## src/rtl/reg_dest_scoreboard_pkg.sv

```systemverilog
// Shared constants, types and helpers for the register destination scoreboard.
// The scoreboard tracks which architectural registers have a write in flight
// so that decode can hold back instructions that would read or overwrite them.
package reg_dest_scoreboard_pkg;

  // Architectural register file geometry.
  localparam int NUM_REGS    = 32;
  localparam int REG_ADDR_W  = 5;
  localparam int STALL_CNT_W = 16;
  localparam int BUSY_W      = 6;

  // Register 0 is hard-wired and is never tracked.
  localparam logic [REG_ADDR_W-1:0] ZERO_REG = 5'd0;

  // Counter step and saturation constants.
  localparam logic [STALL_CNT_W-1:0] STALL_ONE = 16'd1;
  localparam logic [STALL_CNT_W-1:0] STALL_MAX = 16'hFFFF;
  localparam logic [BUSY_W-1:0]      BUSY_ONE  = 6'd1;

  typedef logic [REG_ADDR_W-1:0] reg_addr_t;
  typedef logic [NUM_REGS-1:0]   reg_mask_t;

  // Busy-count update selector: bit 1 = a bit is being set, bit 0 = cleared.
  typedef enum logic [1:0] {
    BUSY_HOLD = 2'b00,
    BUSY_DEC  = 2'b01,
    BUSY_INC  = 2'b10,
    BUSY_SWAP = 2'b11
  } busy_step_e;

  // One-hot mask for a register address; zero register and disabled
  // requests produce an empty mask so they can never touch tracking state.
  function automatic reg_mask_t reg_onehot(input reg_addr_t addr, input logic en);
    reg_mask_t mask;
    mask = '0;
    if (en && (addr != ZERO_REG)) begin
      mask[addr] = 1'b1;
    end else begin
      mask = '0;
    end
    return mask;
  endfunction

  // True when the address names a real (nonzero) register.
  function automatic logic reg_is_real(input reg_addr_t addr);
    return (addr != ZERO_REG);
  endfunction

endpackage

```

## src/rtl/reg_dest_scoreboard_hazard.sv

```systemverilog
// Combinational RAW/WAW hazard detection against the pending-write mask.
// A register that is being written back in the current cycle is treated as
// already free, so a dependent instruction can issue in the same cycle as
// the write-back that resolves its hazard.
module sb_hazard_check
  import reg_dest_scoreboard_pkg::*;
(
  input  logic [NUM_REGS-1:0]   pending_i,
  input  logic                  wb_valid_i,
  input  logic [REG_ADDR_W-1:0] wb_dest_i,
  input  logic [REG_ADDR_W-1:0] rs_i,
  input  logic                  use_rs_i,
  input  logic [REG_ADDR_W-1:0] rt_i,
  input  logic                  use_rt_i,
  input  logic                  wr_i,
  input  logic [REG_ADDR_W-1:0] dest_i,
  output logic                  raw_o,
  output logic                  waw_o
);

  reg_mask_t eff_pending_s;
  logic      raw_rs_s;
  logic      raw_rt_s;

  // Pending mask as seen by hazard logic, with the same-cycle write-back removed.
  always_comb begin
    eff_pending_s = pending_i & ~reg_onehot(wb_dest_i, wb_valid_i);
  end

  // Source and destination compares against the bypassed pending mask.
  always_comb begin
    raw_rs_s = use_rs_i && reg_is_real(rs_i)   && eff_pending_s[rs_i];
    raw_rt_s = use_rt_i && reg_is_real(rt_i)   && eff_pending_s[rt_i];
    raw_o    = raw_rs_s || raw_rt_s;
    waw_o    = wr_i     && reg_is_real(dest_i) && eff_pending_s[dest_i];
  end

endmodule

```

## src/rtl/reg_dest_scoreboard.sv

```systemverilog
// Register destination scoreboard: records outstanding register writes from
// issue until write-back, gates issue on RAW/WAW hazards, counts stall
// cycles and flags write-backs to registers that had nothing outstanding.
module reg_dest_scoreboard
  import reg_dest_scoreboard_pkg::*;
(
  input  logic                   clk,
  input  logic                   rst_n,
  input  logic                   issue_valid,
  output logic                   issue_ready,
  input  logic [REG_ADDR_W-1:0]  issue_rs,
  input  logic [REG_ADDR_W-1:0]  issue_rt,
  input  logic                   issue_use_rs,
  input  logic                   issue_use_rt,
  input  logic                   issue_wr,
  input  logic [REG_ADDR_W-1:0]  issue_dest,
  input  logic                   wb_valid,
  input  logic [REG_ADDR_W-1:0]  wb_dest,
  input  logic                   flush,
  output logic [NUM_REGS-1:0]    pending,
  output logic [BUSY_W-1:0]      busy_count,
  output logic [STALL_CNT_W-1:0] stall_cycles,
  output logic                   err_spurious
);

  // Architectural state.
  reg_mask_t               pending_q,  pending_d;
  logic [BUSY_W-1:0]       busy_q,     busy_d;
  logic [STALL_CNT_W-1:0]  stall_q,    stall_d;
  logic                    err_q,      err_d;

  // Per-cycle decode of the request/write-back traffic.
  logic       raw_s;
  logic       waw_s;
  logic       ready_s;
  logic       accept_s;
  logic       stall_s;
  reg_mask_t  set_mask_s;
  reg_mask_t  clr_mask_s;
  logic       spurious_s;
  busy_step_e busy_step_s;

  sb_hazard_check u_hazard (
    .pending_i  (pending_q),
    .wb_valid_i (wb_valid),
    .wb_dest_i  (wb_dest),
    .rs_i       (issue_rs),
    .use_rs_i   (issue_use_rs),
    .rt_i       (issue_rt),
    .use_rt_i   (issue_use_rt),
    .wr_i       (issue_wr),
    .dest_i     (issue_dest),
    .raw_o      (raw_s),
    .waw_o      (waw_s)
  );

  // Issue handshake: ready depends only on flush and hazards, never on valid.
  always_comb begin
    ready_s  = !flush && !raw_s && !waw_s;
    accept_s = issue_valid && ready_s;
    stall_s  = issue_valid && !ready_s;
  end

  // Masks of bits being set by an accepted write and cleared by write-back.
  always_comb begin
    set_mask_s = reg_onehot(issue_dest, accept_s && issue_wr);
    clr_mask_s = reg_onehot(wb_dest, wb_valid) & pending_q;
    spurious_s = wb_valid && reg_is_real(wb_dest) && !pending_q[wb_dest];
    busy_step_s = busy_step_e'({|set_mask_s, |clr_mask_s});
  end

  // Next pending mask and busy count; flush wins over any same-cycle traffic.
  // A same-cycle clear and set of one register nets to set, and the count
  // moves by at most one so it always tracks the population of the mask.
  always_comb begin
    pending_d = pending_q;
    busy_d    = busy_q;
    if (flush) begin
      pending_d = '0;
      busy_d    = '0;
    end else begin
      pending_d = (pending_q & ~clr_mask_s) | set_mask_s;
      case (busy_step_s)
        BUSY_INC:  busy_d = busy_q + BUSY_ONE;
        BUSY_DEC:  busy_d = busy_q - BUSY_ONE;
        BUSY_SWAP: busy_d = busy_q;
        BUSY_HOLD: busy_d = busy_q;
        default:   busy_d = busy_q;
      endcase
    end
  end

  // Saturating stall counter and sticky spurious write-back flag.
  always_comb begin
    stall_d = stall_q;
    err_d   = err_q || spurious_s;
    if (stall_s && (stall_q != STALL_MAX)) begin
      stall_d = stall_q + STALL_ONE;
    end else begin
      stall_d = stall_q;
    end
  end

  // State registers, cleared asynchronously on reset.
  always_ff @(posedge clk or negedge rst_n) begin
    if (!rst_n) begin
      pending_q <= '0;
      busy_q    <= '0;
      stall_q   <= '0;
      err_q     <= 1'b0;
    end else begin
      pending_q <= pending_d;
      busy_q    <= busy_d;
      stall_q   <= stall_d;
      err_q     <= err_d;
    end
  end

  assign issue_ready  = ready_s;
  assign pending      = pending_q;
  assign busy_count   = busy_q;
  assign stall_cycles = stall_q;
  assign err_spurious = err_q;

endmodule

```

## config.mk

```make
export PLATFORM = sky130hd
export DESIGN_NAME = reg_dest_scoreboard
export DESIGN_NICKNAME = d
export VERILOG_FILES = /design/src/rtl/reg_dest_scoreboard_pkg.sv /design/src/rtl/reg_dest_scoreboard_hazard.sv /design/src/rtl/reg_dest_scoreboard.sv
export SDC_FILE = /design/constraint.sdc
export NUM_CORES = 1
export LEC_CHECK = 0
export CAP_MARGIN = 10
export CORE_ASPECT_RATIO = 0.9
export CORE_MARGIN = 2
export CORE_UTILIZATION = 53
export DETAILED_ROUTE_END_ITERATION = 6
export GPL_TIMING_DRIVEN = 0
export PLACE_DENSITY = 0.87
export SLEW_MARGIN = 20
export SYNTH_ARGS = -nofsm -noshare
export SYNTH_HDL_FRONTEND = slang
export SYNTH_HIERARCHICAL = 1
export SYNTH_SLANG_ARGS = --single-unit
```

## constraint.sdc

```tcl
create_clock -name clk -period 5.1 [get_ports clk]
set_input_delay 0.765 -clock clk [delete_from_list [all_inputs] [get_ports clk]]
set_output_delay 0.765 -clock clk [all_outputs]
set_load 0.1 [all_outputs]
```

=== Yosys cells after proc, flatten, opt, wreduce, memory -nomap -nowiden ===
Index checks and enable logic that the tools add are counted.

* Flip-flop bits (word level): 55
* Input bits: 28
* Output and inout bits: 56
* Word-level logic and storage cells: 73

* Add/sub/neg operators: 3
* Order comparisons: 6
* Equal/unequal tests: 5
* Mux-type cells: 17
* Bitwise logic cells: 6
* Reductions and logical operators: 32

{| class="wikitable"
|+ Operators with widths
! operator !! count
|-
| 32-bit AND || 3
|-
| 32-bit two-way mux || 3
|-
| 32-bit inverter || 2
|-
| 32-bit OR reduction || 2
|-
| 32-bit OR || 1
|-
| 5-bit by 6-bit < comparator with 1-bit output (second input constant) || 4
|-
| 1-bit binary-select mux with 5-bit select || 4
|-
| 5-bit nonzero test || 4
|-
| 1-bit logical AND || 17
|-
| 16-bit by 1-bit adder with 16-bit output (second input constant) || 1
|-
| 16-bit inequality test (second input constant) || 1
|-
| 6-bit one-hot mux with 2 select lines || 1
|-
| 1-bit demux with 5-bit select || 2
|-
| 5-bit by 1-bit >= comparator with 1-bit output (second input constant) || 2
|-
| 6-bit by 1-bit adder with 6-bit output (second input constant) || 1
|-
| 1-bit two-way mux || 6
|-
| 6-bit two-way mux || 1
|-
| 6-bit by 1-bit subtractor with 6-bit output (second input constant) || 1
|-
| 1-bit zero test || 5
|-
| 2-bit == test (second input constant) || 2
|-
| 2-bit by 1-bit == test with 1-bit output (second input constant) || 1
|-
| 2-bit zero test || 1
|-
| 1-bit logical OR || 2
|-
| 2-bit by 1-bit inequality test with 1-bit output (second input constant) || 1
|-
| 2-bit OR reduction || 1
|}

=== Longest topological paths before layout ===
Gate-level depths: netlist of run 1.

* Depth in word-level cells: 22
* Gate-level depth with buffers: 18
* Mapped depth without buffers: 17

=== Cells and area by module ===
Netlist of run 1, hierarchy kept.

{| class="wikitable"
|+ By module, submodules not included
! module !! instances !! cells each !! area each (µm²) !! seq. area each (µm²)
|-
| reg_dest_scoreboard || 1 || 364 || 3347.0 || 1376.3
|-
| sb_hazard_check || 1 || 131 || 1123.6 || 0.0
|}

=== Worst setup path after synthesis of run 1 ===
No wires, ideal clock.

* Kind: input port to flip-flop
* Start: input port wb_dest[1]
* End: register busy_q[5], in the netlist busy_count[5]
* Setup time: 0.077 ns
* Arrival: 5.219 ns
* Data required time: 5.023 ns
* Path slack: -0.197 ns
* Stages on the path: 16
* Path buffers: 0
* Cell sequence: or3b_4 o21ai_1 mux4_2 mux2_2 nor3_1 nor4_1 o31ai_1 nor3_4 o2111ai_2 ha_1 ha_1 and3_1 a22oi_1 a31oi_1 or4_1 a21oi_1

* Longest elaborated chain between the ends: 22
* Elaborated cells on any way between the ends: 39
* Classes of those cells: 2 x order compare; 4 x eq/ne; 12 x mux; 3 x bitwise; 18 x reduce/logical

{| class="wikitable"
|+ Ends and longest elaborated chain
! item !! line !! RTL
|-
| start: declaration || reg_dest_scoreboard.sv:18 || <nowiki>input logic [REG_ADDR_W-1:0] wb_dest,</nowiki>
|-
| 5-bit by 6-bit < comparator with 1-bit output (implied by the code) / 5-bit by 1-bit >= comparator with 1-bit output (equally long branches) || reg_dest_scoreboard_pkg.sv:37 || <nowiki>mask[addr] = 1'b1;</nowiki>
|-
| 1-bit logical AND (implied by the code) || reg_dest_scoreboard_pkg.sv:37 ||
|-
| 1-bit two-way mux (implied by the code) || reg_dest_scoreboard_pkg.sv:37 ||
|-
| 1-bit demux with 5-bit select || reg_dest_scoreboard_pkg.sv:37 ||
|-
| 32-bit two-way mux * || reg_dest_scoreboard_pkg.sv:36 || <nowiki>if (en && (addr != ZERO_REG)) begin</nowiki>
|-
| 32-bit inverter * || reg_dest_scoreboard_hazard.sv:27 || <nowiki>eff_pending_s = pending_i & ~reg_onehot(wb_dest_i, wb_valid_i);</nowiki>
|-
| 32-bit AND * || reg_dest_scoreboard_hazard.sv:27 ||
|-
| 1-bit binary-select mux with 5-bit select (on tied branches) || reg_dest_scoreboard_hazard.sv:32, reg_dest_scoreboard_hazard.sv:33 ||
|-
| [3 not listed] || -- ||
|-
| named net raw_s || reg_dest_scoreboard.sv:33 || <nowiki>logic raw_s;</nowiki>
|-
| [3 not listed] || -- ||
|-
| named net issue_ready || reg_dest_scoreboard.sv:10 || <nowiki>output logic issue_ready,</nowiki>
|-
| 1-bit logical AND * || reg_dest_scoreboard.sv:60 || <nowiki>accept_s = issue_valid && ready_s;</nowiki>
|-
| 1-bit logical AND * || reg_dest_scoreboard.sv:66 || <nowiki>set_mask_s = reg_onehot(issue_dest, accept_s && issue_wr);</nowiki>
|-
| 1-bit logical AND * || reg_dest_scoreboard_pkg.sv:36 ||
|-
| 32-bit two-way mux * || reg_dest_scoreboard_pkg.sv:36 ||
|-
| 32-bit OR reduction * || reg_dest_scoreboard.sv:69 || <nowiki>busy_step_s = busy_step_e'({|set_mask_s, |clr_mask_s});</nowiki>
|-
| 2-bit by 1-bit == test with 1-bit output, or another cell as far along || reg_dest_scoreboard.sv:83 || <nowiki>case (busy_step_s)</nowiki>
|-
| 6-bit one-hot mux with 2 select lines / 2-bit OR reduction (equally long branches) || -- ||
|-
| 6-bit two-way mux / 2-bit by 1-bit inequality test with 1-bit output (equally long branches) || -- ||
|-
| end signal: assignment || reg_dest_scoreboard.sv:113 || <nowiki>busy_q <= busy_d;</nowiki>
|-
| end: declaration || reg_dest_scoreboard.sv:28 || <nowiki>logic [BUSY_W-1:0] busy_q, busy_d;</nowiki>
|}

Mark *: on every way through the listed nets, which the timed path passes. The rest lies on a longest branch. The select of a mux whose other input is x is not followed.
A chain may end at the register's enable or synchronous reset.

=== Final worst setup path of run 1 ===
* Start: input port wb_dest[2]
* End: output port issue_ready

* Longest elaborated chain between the ends: 14
* Elaborated cells on any way between the ends: 24
* Classes of those cells: 2 x order compare; 9 x mux; 2 x bitwise; 11 x reduce/logical

{| class="wikitable"
|+ Ends and longest elaborated chain
! item !! line !! RTL
|-
| 5-bit by 6-bit < comparator with 1-bit output (implied by the code) / 5-bit by 1-bit >= comparator with 1-bit output (equally long branches) || reg_dest_scoreboard_pkg.sv:37 ||
|-
| 1-bit logical AND (implied by the code) || reg_dest_scoreboard_pkg.sv:37 ||
|-
| 1-bit two-way mux (implied by the code) || reg_dest_scoreboard_pkg.sv:37 ||
|-
| 1-bit demux with 5-bit select || reg_dest_scoreboard_pkg.sv:37 ||
|-
| 32-bit two-way mux * || reg_dest_scoreboard_pkg.sv:36 ||
|-
| 32-bit inverter * || reg_dest_scoreboard_hazard.sv:27 ||
|-
| 32-bit AND * || reg_dest_scoreboard_hazard.sv:27 ||
|-
| 1-bit binary-select mux with 5-bit select (on tied branches) || reg_dest_scoreboard_hazard.sv:32, reg_dest_scoreboard_hazard.sv:33 ||
|-
| 1-bit two-way mux (on tied branches) || reg_dest_scoreboard_hazard.sv:32, reg_dest_scoreboard_hazard.sv:33 ||
|-
| 1-bit logical AND (on tied branches) || reg_dest_scoreboard_hazard.sv:32, reg_dest_scoreboard_hazard.sv:33 ||
|-
| 1-bit logical OR * || reg_dest_scoreboard_hazard.sv:34 || <nowiki>raw_o = raw_rs_s || raw_rt_s;</nowiki>
|-
| named net raw_s || reg_dest_scoreboard.sv:33 ||
|-
| 1-bit zero test * || reg_dest_scoreboard.sv:59 || <nowiki>ready_s = !flush && !raw_s && !waw_s;</nowiki>
|-
| 1-bit logical AND * (2 in a row) || reg_dest_scoreboard.sv:59 ||
|-
| end: declaration || reg_dest_scoreboard.sv:10 ||
|}

Marked as above.

==> results_dict.tcl, run 1 <==
set metrics [dict create \
    routabilityCongestion 1.20 \
    layout-drive-gt1-share_pct 14.8 \
    ir_worst_vdd_v 0.000484 \
    synth_compound_area_share_pct 20.1 \
    status "finished, final reports clean" \
    dominantRegCellSynth "dfrtp_1" \
    place_ws_ps -648 \
    antennaDiodeCount 0 \
    drtIter0Drc 587 \
    crit_type "input port to output pin" \
    nNetsFinal 621 \
    required_ps 4340 \
    async_flop_share_pct 100 \
    cts_hold_buf 0 \
    dieArea_um2 9190 \
    start_util_pct 55.1 \
    period_share_pct 98.6 \
    setup_slack_ps 72.8 \
    max_slew_margin_pct 34.1 \
    io_buffers 81 \
    power_mw 1.20 \
    synth-simple-area-share_pct 23.1 \
    cts_made_buffers 5 \
    synth_top_family_by_area "simple AND/OR/NAND/NOR gates" \
    io_pins 84 \
    drt-total-wl_um 15600 \
    p_leak_nw 2.12 \
    worstMarginPinSlew_ps 986 \
    clk_latency_ps 310 \
    fp.dieH_um 91.1 \
    min_period_ps 5030 \
    area_growth_pct 26.8 \
    viasPerCell 6.97 \
    synth_xor_area_share_pct 3.53 \
    grt_pass1_wl_um 24100 \
    muxShareOfSynthArea_pct 17.9 \
    vias 4790 \
    drc 0 \
    crit_path_end_kind "output pin" \
    final_common_cell "clkdlybuf4s50_1" \
    fillCellCount 641 \
    cts_num_sinks 55 \
    grt_remaining_overflow 0 \
    synth-edff-count 0 \
    arrival_ps 4260 \
    finClkSkew_ps 6.10 \
    dp_hpwl_um 11300 \
    start_kind "input port" \
    p_per_area_nw_per_um2 212 \
    ys_warn_count 6 \
    wl_per_cell_um 22.7 \
    multi_input_comb_area_um2 3110 \
    antenna_found_initial 0 \
    synth_nets 529 \
    fmax_mhz 199 \
    track_usage_pct 33.7 \
    area.sequential_um2 1380 \
    ant_nets 0 \
    die_w_um 101 \
    synth_cell_types 67 \
    finalHoldViolCount 0 \
    clockRootBuffer "clkbuf_8" \
    setup_violations 0 \
    synth_seq_cells 55 \
    synthCells 495 \
    finalMaxSlewViolations 0 \
    crit_fanout 15 \
    cts_max_path_buffers 2 \
    clk_pin_slew_ps 100 \
    finalSetupTns_ps 0 \
    avgSynthCellArea_um2 9.03 \
    layout_common_cells "clkdlybuf4s50_1, dfrtp_1, nand2_1, o21ai_0, a21oi_1" \
    synth_fa_ha_area_share_pct 1.68 \
    synthesis.area_um2 4470 \
    cts_tree "built" \
    maxCapViolCount 0 \
    coreArea_um2 8110 \
    dr.pass1.iters 6 \
    hold_path_class "input port to async pin" \
    row_count 31 \
    grt_max_degree 56 \
    htree_num_levels 2 \
    grt_pass1_vias 4493 \
    ys_seq_area_share_pct 30.8 \
]
[repair_timing]
item | CTS | global route
pin swaps | 1 | 4
setup endpoints to repair | 4 | 3
gates resized for setup | 7 | 29
setup buffers | 0 | 4
[area by class of cell]
| class | instances | share of cell area (%) |
|---|---|---|
| Sequential cell | 55 | 24.3 |
| Tap cell | 99 | 2.18 |
| Clock inverter | 2 | 0.287 |
| Timing Repair Buffer | 85 | 14.8 |
| Inverter | 9 | 0.596 |
| Clock buffer | 6 | 1.28 |
| Buffer | 21 | 1.72 |
| Multi-Input combinational cell | 410 | 54.8 |
[sequential cells by signal (all words and copies together) (netlist names)]
register,count
busy_count,6
err_spurious,1
pending,32
stall_cycles,16
[logic make-up after synthesis]
group | count (synthesis)
compound gates | 153
xor+xnor | 18
fa+ha+maj | 6
buf+inv | 30
flops | 55
mux | 47
simple gates | 186
[synthesized netlist by cell type, drive strengths merged, types with 5 or more instances]
cell type,number,share of area (%)
a211oi,6,1.0
a21oi,41,4.6
and3,10,1.4
buf,9,1.1
clkbuf,12,1.1
dfrtp,55,31
ha,6,1.7
inv,9,0.76
mux2,9,2.3
mux2i,14,3.1
mux4,24,13
nand2,53,4.5
nand2b,5,0.70
nand3,24,2.7
nand3b,9,1.7
nand4,5,0.70
nor2,25,2.1
nor2b,9,1.3
nor3,7,1.0
nor3b,12,2.1
o21ai,73,8.3
or3,5,0.70
xnor2,9,1.8
xor2,9,1.8
[metal layers]
metal  wire, um  GRT usage (%)
met5          0              0
met4        784           13.4
met3       1890           8.47
met2       6920           51.0
met1       5970           46.5
[power by group]
group | internal (mW) | switching [mW] | total (mW)
clock network | 0.0991 | 0.148 | 0.248
registers | 0.462 | 0.0380 | 0.500
logic | 0.125 | 0.328 | 0.452
[worst max-delay path, stage by stage]
cell           delay (ps)
dlygate4sd2_1         550
nand3b_1              290
o21ai_1               470
mux4_2                320
nand2_1                50
and3_1                180
nor3_1                240
o31ai_2               120
nor3_4                370
dlygate4sd2_1         910
[final timing paths]
| check | startpoint | endpoint | slack [ps] | cells past startpoint |
|---|---|---|---|---|
| worst max-delay path | wb_dest[2] | issue_ready | 70 | 10 |
| worst min-delay path | rst_n | pending[22] | 490 | 1 |
| worst max register to register | pending[5] | busy_count[5] | 1060 | 14 |
| worst min register to register | stall_cycles[7] | stall_cycles[7] | 500 | 1 |
| max in group asynchronous | rst_n | err_spurious | 4130 | 1 |
| min in group clk | stall_cycles[7] | stall_cycles[7] | 500 | 1 |
[per-stage QoR]
stage / hold slack (ps) / area, um^2 / cells / utilization, %
after floorplan: 469 / 4550 / 495 / -
after global placement: 454 / 5480 / 675 / 67.6
after detailed placement: 486 / 5480 / 675 / 67.6
after CTS: 503 / 5570 / 683 / 68.7
after global routing: 526 / 5670 / 687 / 69.9
final: 486 / 5670 / 687 / 69.9
Note: power is estimated with default switching activity, not from simulation.
==> run 2: changes to the inputs <==
Settings changed: CORE_UTILIZATION 53 to 65, DONT_BUFFER_PORTS set to 1.
==> results_dict.tcl, run 2 (synthesis gave the netlist of run 1 again) <==
set metrics [dict create \
    status "finished, final reports clean" \
    start_util_pct 67.5 \
    fmax_mhz 201 \
    row_count 28 \
    grt_remaining_overflow 0 \
    finalMaxSlewViolations 0 \
    finClkSkew_ps 10.5 \
    rsz0062_at_grt "false" \
    stdcell_count 595 \
    cts_tree "built" \
    finalHoldViolCount 0 \
    area_growth_pct 8.23 \
    die_w_um 91.4 \
    dp_hpwl_um 11400 \
    cts-resized-gates 0 \
    nNetsFinal 538 \
    crit_path_end_kind "register" \
    ant_nets 0 \
    io_buffers 0 \
    p_per_area_nw_per_um2 243 \
    drtIter0Drc 533 \
    crit_slowest_cell "dfrtp_1" \
    dieArea_um2 7560 \
    required_ps 5320 \
    viasPerCell 7.71 \
    power_mw 1.18 \
    io_pins 84 \
    htree_num_levels 2 \
    start_kind "register" \
    cp_cell_sequence "o21ai_1 -> mux4_1 -> mux4_2 -> o211ai_2 -> nor3_4 -> buf_6 -> o2111ai_4 -> ha_4 -> xor2_1 -> ha_1 -> a21boi_0 -> o22a_1 -> a21oi_1 -> nor4_1 -> a221o_1" \
    whs_ps 116 \
    grt_pass1_wl_um 23700 \
    largest_register_ffs 32 \
    max_slew_margin_pct 21.9 \
    arrival_ps 5200 \
    worstMarginPinSlew_ps 1170 \
    final_common_cell "o21ai_0" \
    ir_worst_vdd_v 0.000432 \
    dp.cells 587 \
    r2r-start "pending[10]" \
    p_leak_nw 1.77 \
    place_ws_ps -45.0 \
    grt_max_degree 56 \
    hold_path_class "input port to async pin" \
    critPathBufInv 1 \
    layout_common_cells "o21ai_0, nand2_1, a21oi_1, dfrtp_1, nor2_1" \
    drt-total-wl_um 15700 \
    r2r_end "busy_count[4]" \
    cts_max_path_buffers 2 \
    period_share_pct 97.8 \
    cts_hold_buf 0 \
    cts_made_buffers 5 \
    wl_per_cell_um 26.3 \
    clk_pin_slew_ps 110 \
    grt_pass1_vias 4343 \
    crit_fanout 9 \
    clockRootBuffer "clkbuf_8" \
    crit_type "register to register" \
    vias 4589 \
    setup_violations 0 \
    track_usage_pct 41.7 \
    cts_num_sinks 55 \
    coreArea_um2 6620 \
    clk_latency_ps 330 \
    cp_top_family "compound AO/OA/AOI/OAI gates" \
    layout-drive-gt1-share_pct 17.2 \
    postCtsSetupBuffers 0 \
    min_period_ps 4990 \
    routabilityCongestion 1.08 \
    slowest_delay_ps 1110 \
    r2r_slack_ps 110 \
    dr.pass1.iters 6 \
    r2r_cells 15 \
    setup_slack_ps 114 \
    antenna_found_initial 0 \
    final_area_um2 4840 \
    place_area_um2 4700 \
    maxCapViolCount 0 \
    fp.dieH_um 82.7 \
    drc 0 \
    antennaDiodeCount 0 \
]
## run 2: changes by cell type in the layout (fill, tap and decap cells not counted), sizes merged
cell           change
clkdlybuf4s50     -73
dlymetal6s2s       -4
buf                -3
clkbuf             -2
dlygate4sd2        -2
bufinv             +1
clkinvlp           -1
inv                +1
## run 2: worst max-delay path by stage
stage                      from            end  slack, ps  cells past startpoint
finish              pending[10]  busy_count[4]        110                     15
global route        pending[22]  busy_count[4]         30                     17
CTS                 pending[13]  busy_count[5]         70                     16
detailed placement   wb_dest[1]  busy_count[4]        -40                     17
global placement     wb_dest[1]  busy_count[4]       -650                     16
floorplan            wb_dest[1]  busy_count[4]         40                     17
## run 2: cell type report
cell class / count / area (um^2)
Timing Repair Buffer: 2 / 38.8
Buffer: 21 / 97.6
Tap cell: 90 / 113
Multi-Input combinational cell: 410 / 3040
Sequential cell: 55 / 1400
Fill cell: 462 / 1780
Inverter: 9 / 33.8
Clock inverter: 3 / 50.0
Clock buffer: 5 / 68.8
## run 2: per-stage QoR
stage               util, %  TNS (ps)
floorplan                 -         0
global placement       70.4     -1920
detailed placement     71.0     -45.0
CTS                    72.8         0
global route           73.1         0
finish                 73.1         0
## run 2: layer usage
layer / wire (um) / share of wire [%] / GRT usage, %
met1: 5680 / 36 / 53.3
met2: 6980 / 45 / 66.1
met3: 2180 / 14 / 11.8
met4: 837 / 5.3 / 21.1
met5: 0 / 0 / 0
## run 2: report_power, final
group | leakage (nW) | internal, mW | switching (mW) | total, mW
clock network | 0.0607 | 0.152 | 0.168 | 0.320
logic | 0.984 | 0.0706 | 0.0941 | 0.165
registers | 0.726 | 0.457 | 0.235 | 0.692
==> run 3: changes to the inputs <==
Settings changed: GPL_ROUTABILITY_DRIVEN set to 0.
==> results_dict.tcl, run 3 (synthesis gave the netlist of run 1 again) <==
set metrics [dict create \
    status "finished, final reports clean" \
    fmax_mhz 203 \
    cp_cell_sequence "o21ai_0 -> mux4_2 -> o21ai_0 -> nor3_1 -> o31ai_1 -> nor3_4 -> buf_6 -> o2111ai_4 -> ha_4 -> ha_4 -> and3_1 -> a22oi_1 -> a31oi_1 -> or4_1 -> a21oi_1" \
    seqPwrFrac_pct 62.3 \
    slowest_delay_ps 1050 \
    coreArea_um2 6620 \
    drtIter0Drc 625 \
    power_mw 1.11 \
    p_comb_share_pct 14.6 \
    hold_path_class "input port to async pin" \
    required_ps 5350 \
    r2r-start "pending[29]" \
    io_pins 84 \
    finalSetupTns_ps 0 \
    period_share_pct 96.7 \
    finalHoldViolCount 0 \
    cts_max_path_buffers 2 \
    die_w_um 91.4 \
    crit_slowest_cell "dfrtp_1" \
    nNetsFinal 538 \
    io_buffers 0 \
    ir_worst_vdd_v 0.000552 \
    clk_pin_slew_ps 100 \
    final_area_um2 4800 \
    max_slew_margin_pct 24.0 \
    clockRootBuffer "clkbuf_8" \
    p_per_area_nw_per_um2 231 \
    cts_hold_buf 0 \
    dp_hpwl_um 10300 \
    htree_num_levels 2 \
    ant_nets 0 \
    maxCapViolCount 0 \
    r2r_slack_ps 170 \
    viasPerCell 7.57 \
    layout_common_cells "o21ai_0, nand2_1, dfrtp_1, a21oi_1, nor2_1" \
    dieArea_um2 7560 \
    internal_power_mw 0.639 \
    vias 4503 \
    wl_per_cell_um 23.7 \
    place_area_um2 4700 \
    r2r_cells 15 \
    post-route-util_pct 72.5 \
    cts_tree "built" \
    r2r_end "busy_count[5]" \
    finClkSkew_ps 11.9 \
    crit_path_end_kind "register" \
    clkPwrFrac_pct 23.1 \
    arrival_ps 5180 \
    track_usage_pct 37.7 \
    fp.dieH_um 82.7 \
    grt_remaining_overflow 0 \
    dp.cells 587 \
    grt_pass1_wl_um 22000 \
    min_period_ps 4930 \
    rsz0062_at_grt "false" \
    start_kind "register" \
    setup_violations 0 \
    cts_num_sinks 55 \
    p_leak_nw 1.77 \
    start_util_pct 67.5 \
    antenna_found_initial 0 \
    stdcell_count 595 \
    area_growth_pct 7.44 \
    multi_input_comb_area_um2 3040 \
    fillCellCount 476 \
    grt_pass1_vias 4287 \
    cts_made_buffers 5 \
    final_common_cell "o21ai_0" \
    drc 0 \
    largest_register_ffs 32 \
    antennaDiodeCount 0 \
    switching_share_pct 42.3 \
    area.sequential_um2 1390 \
    drt-total-wl_um 14100 \
    critPathBufInv 1 \
    p_sw_mw 0.469 \
    finalMaxSlewViolations 0 \
    layout-drive-gt1-share_pct 15.2 \
    worstMarginPinSlew_ps 1140 \
    dr.pass1.iters 6 \
    clk_latency_ps 310 \
    crit_type "register to register" \
    crit_fanout 9 \
    row_count 28 \
    grt_max_degree 56 \
    cp_top_family "compound AO/OA/AOI/OAI gates" \
]
==> run 3: timing repair <==
item,CTS,global route
setup buffers,0,0
endpoints found under the setup margin,0,2
gates resized for setup,0,7
==> run 3: area by class of cell <==
class / instances / area share [%]
multi-input cells: 410 / 63.3
flip-flops and latches: 55 / 28.8
well taps: 90 / 2.34
plain buffers: 21 / 2.03
clock buffers: 7 / 1.80
repair buffers: 2 / 0.808
inverters: 9 / 0.703
clock inverters: 1 / 0.182
==> run 3: per-layer routing <==
layer | up-vias | track usage, % | wire length (um)
met5 | - | 0 | 0
met4 | 0 | 17.4 | 691
met3 | 88 | 11.4 | 1850
met2 | 372 | 58.5 | 6310
met1 | 2121 | 49.4 | 5260
li1 | 1922 | - | -
==> run 3: worst max-delay path by stage <==
| stage | from | end | slack, ps | cells past startpoint |
|---|---|---|---|---|
| 2_1_floorplan | wb_dest[1] | busy_count[4] | 40 | 17 |
| 3_3_place_gp | wb_dest[1] | busy_count[4] | -600 | 17 |
| 3_5_place_dp | wb_dest[2] | busy_count[4] | 30 | 18 |
| 4_1_cts | pending[27] | busy_count[5] | 160 | 15 |
| 5_1_grt | pending[21] | busy_count[5] | 50 | 16 |
| 6_report | pending[29] | busy_count[5] | 170 | 15 |
==> run 3: through the flow <==
stage | hold WS [ps] | setup WS [ps]
final | 137 | 166
after floorplan | 469 | 35.2
after detailed placement | 470 | 28.6
after global routing | 124 | 48.3
after CTS | 126 | 160
after global placement | 470 | -597
==> run 3: power groups by stage <==
stage	logic, mW	registers (mW)	clock network, mW
after floorplan	0.126	0.689	0
after global placement	0.145	0.697	0
after detailed placement	0.160	0.700	0
after CTS	0.161	0.690	0.260
after global routing	0.179	0.696	0.272
final	0.162	0.690	0.256
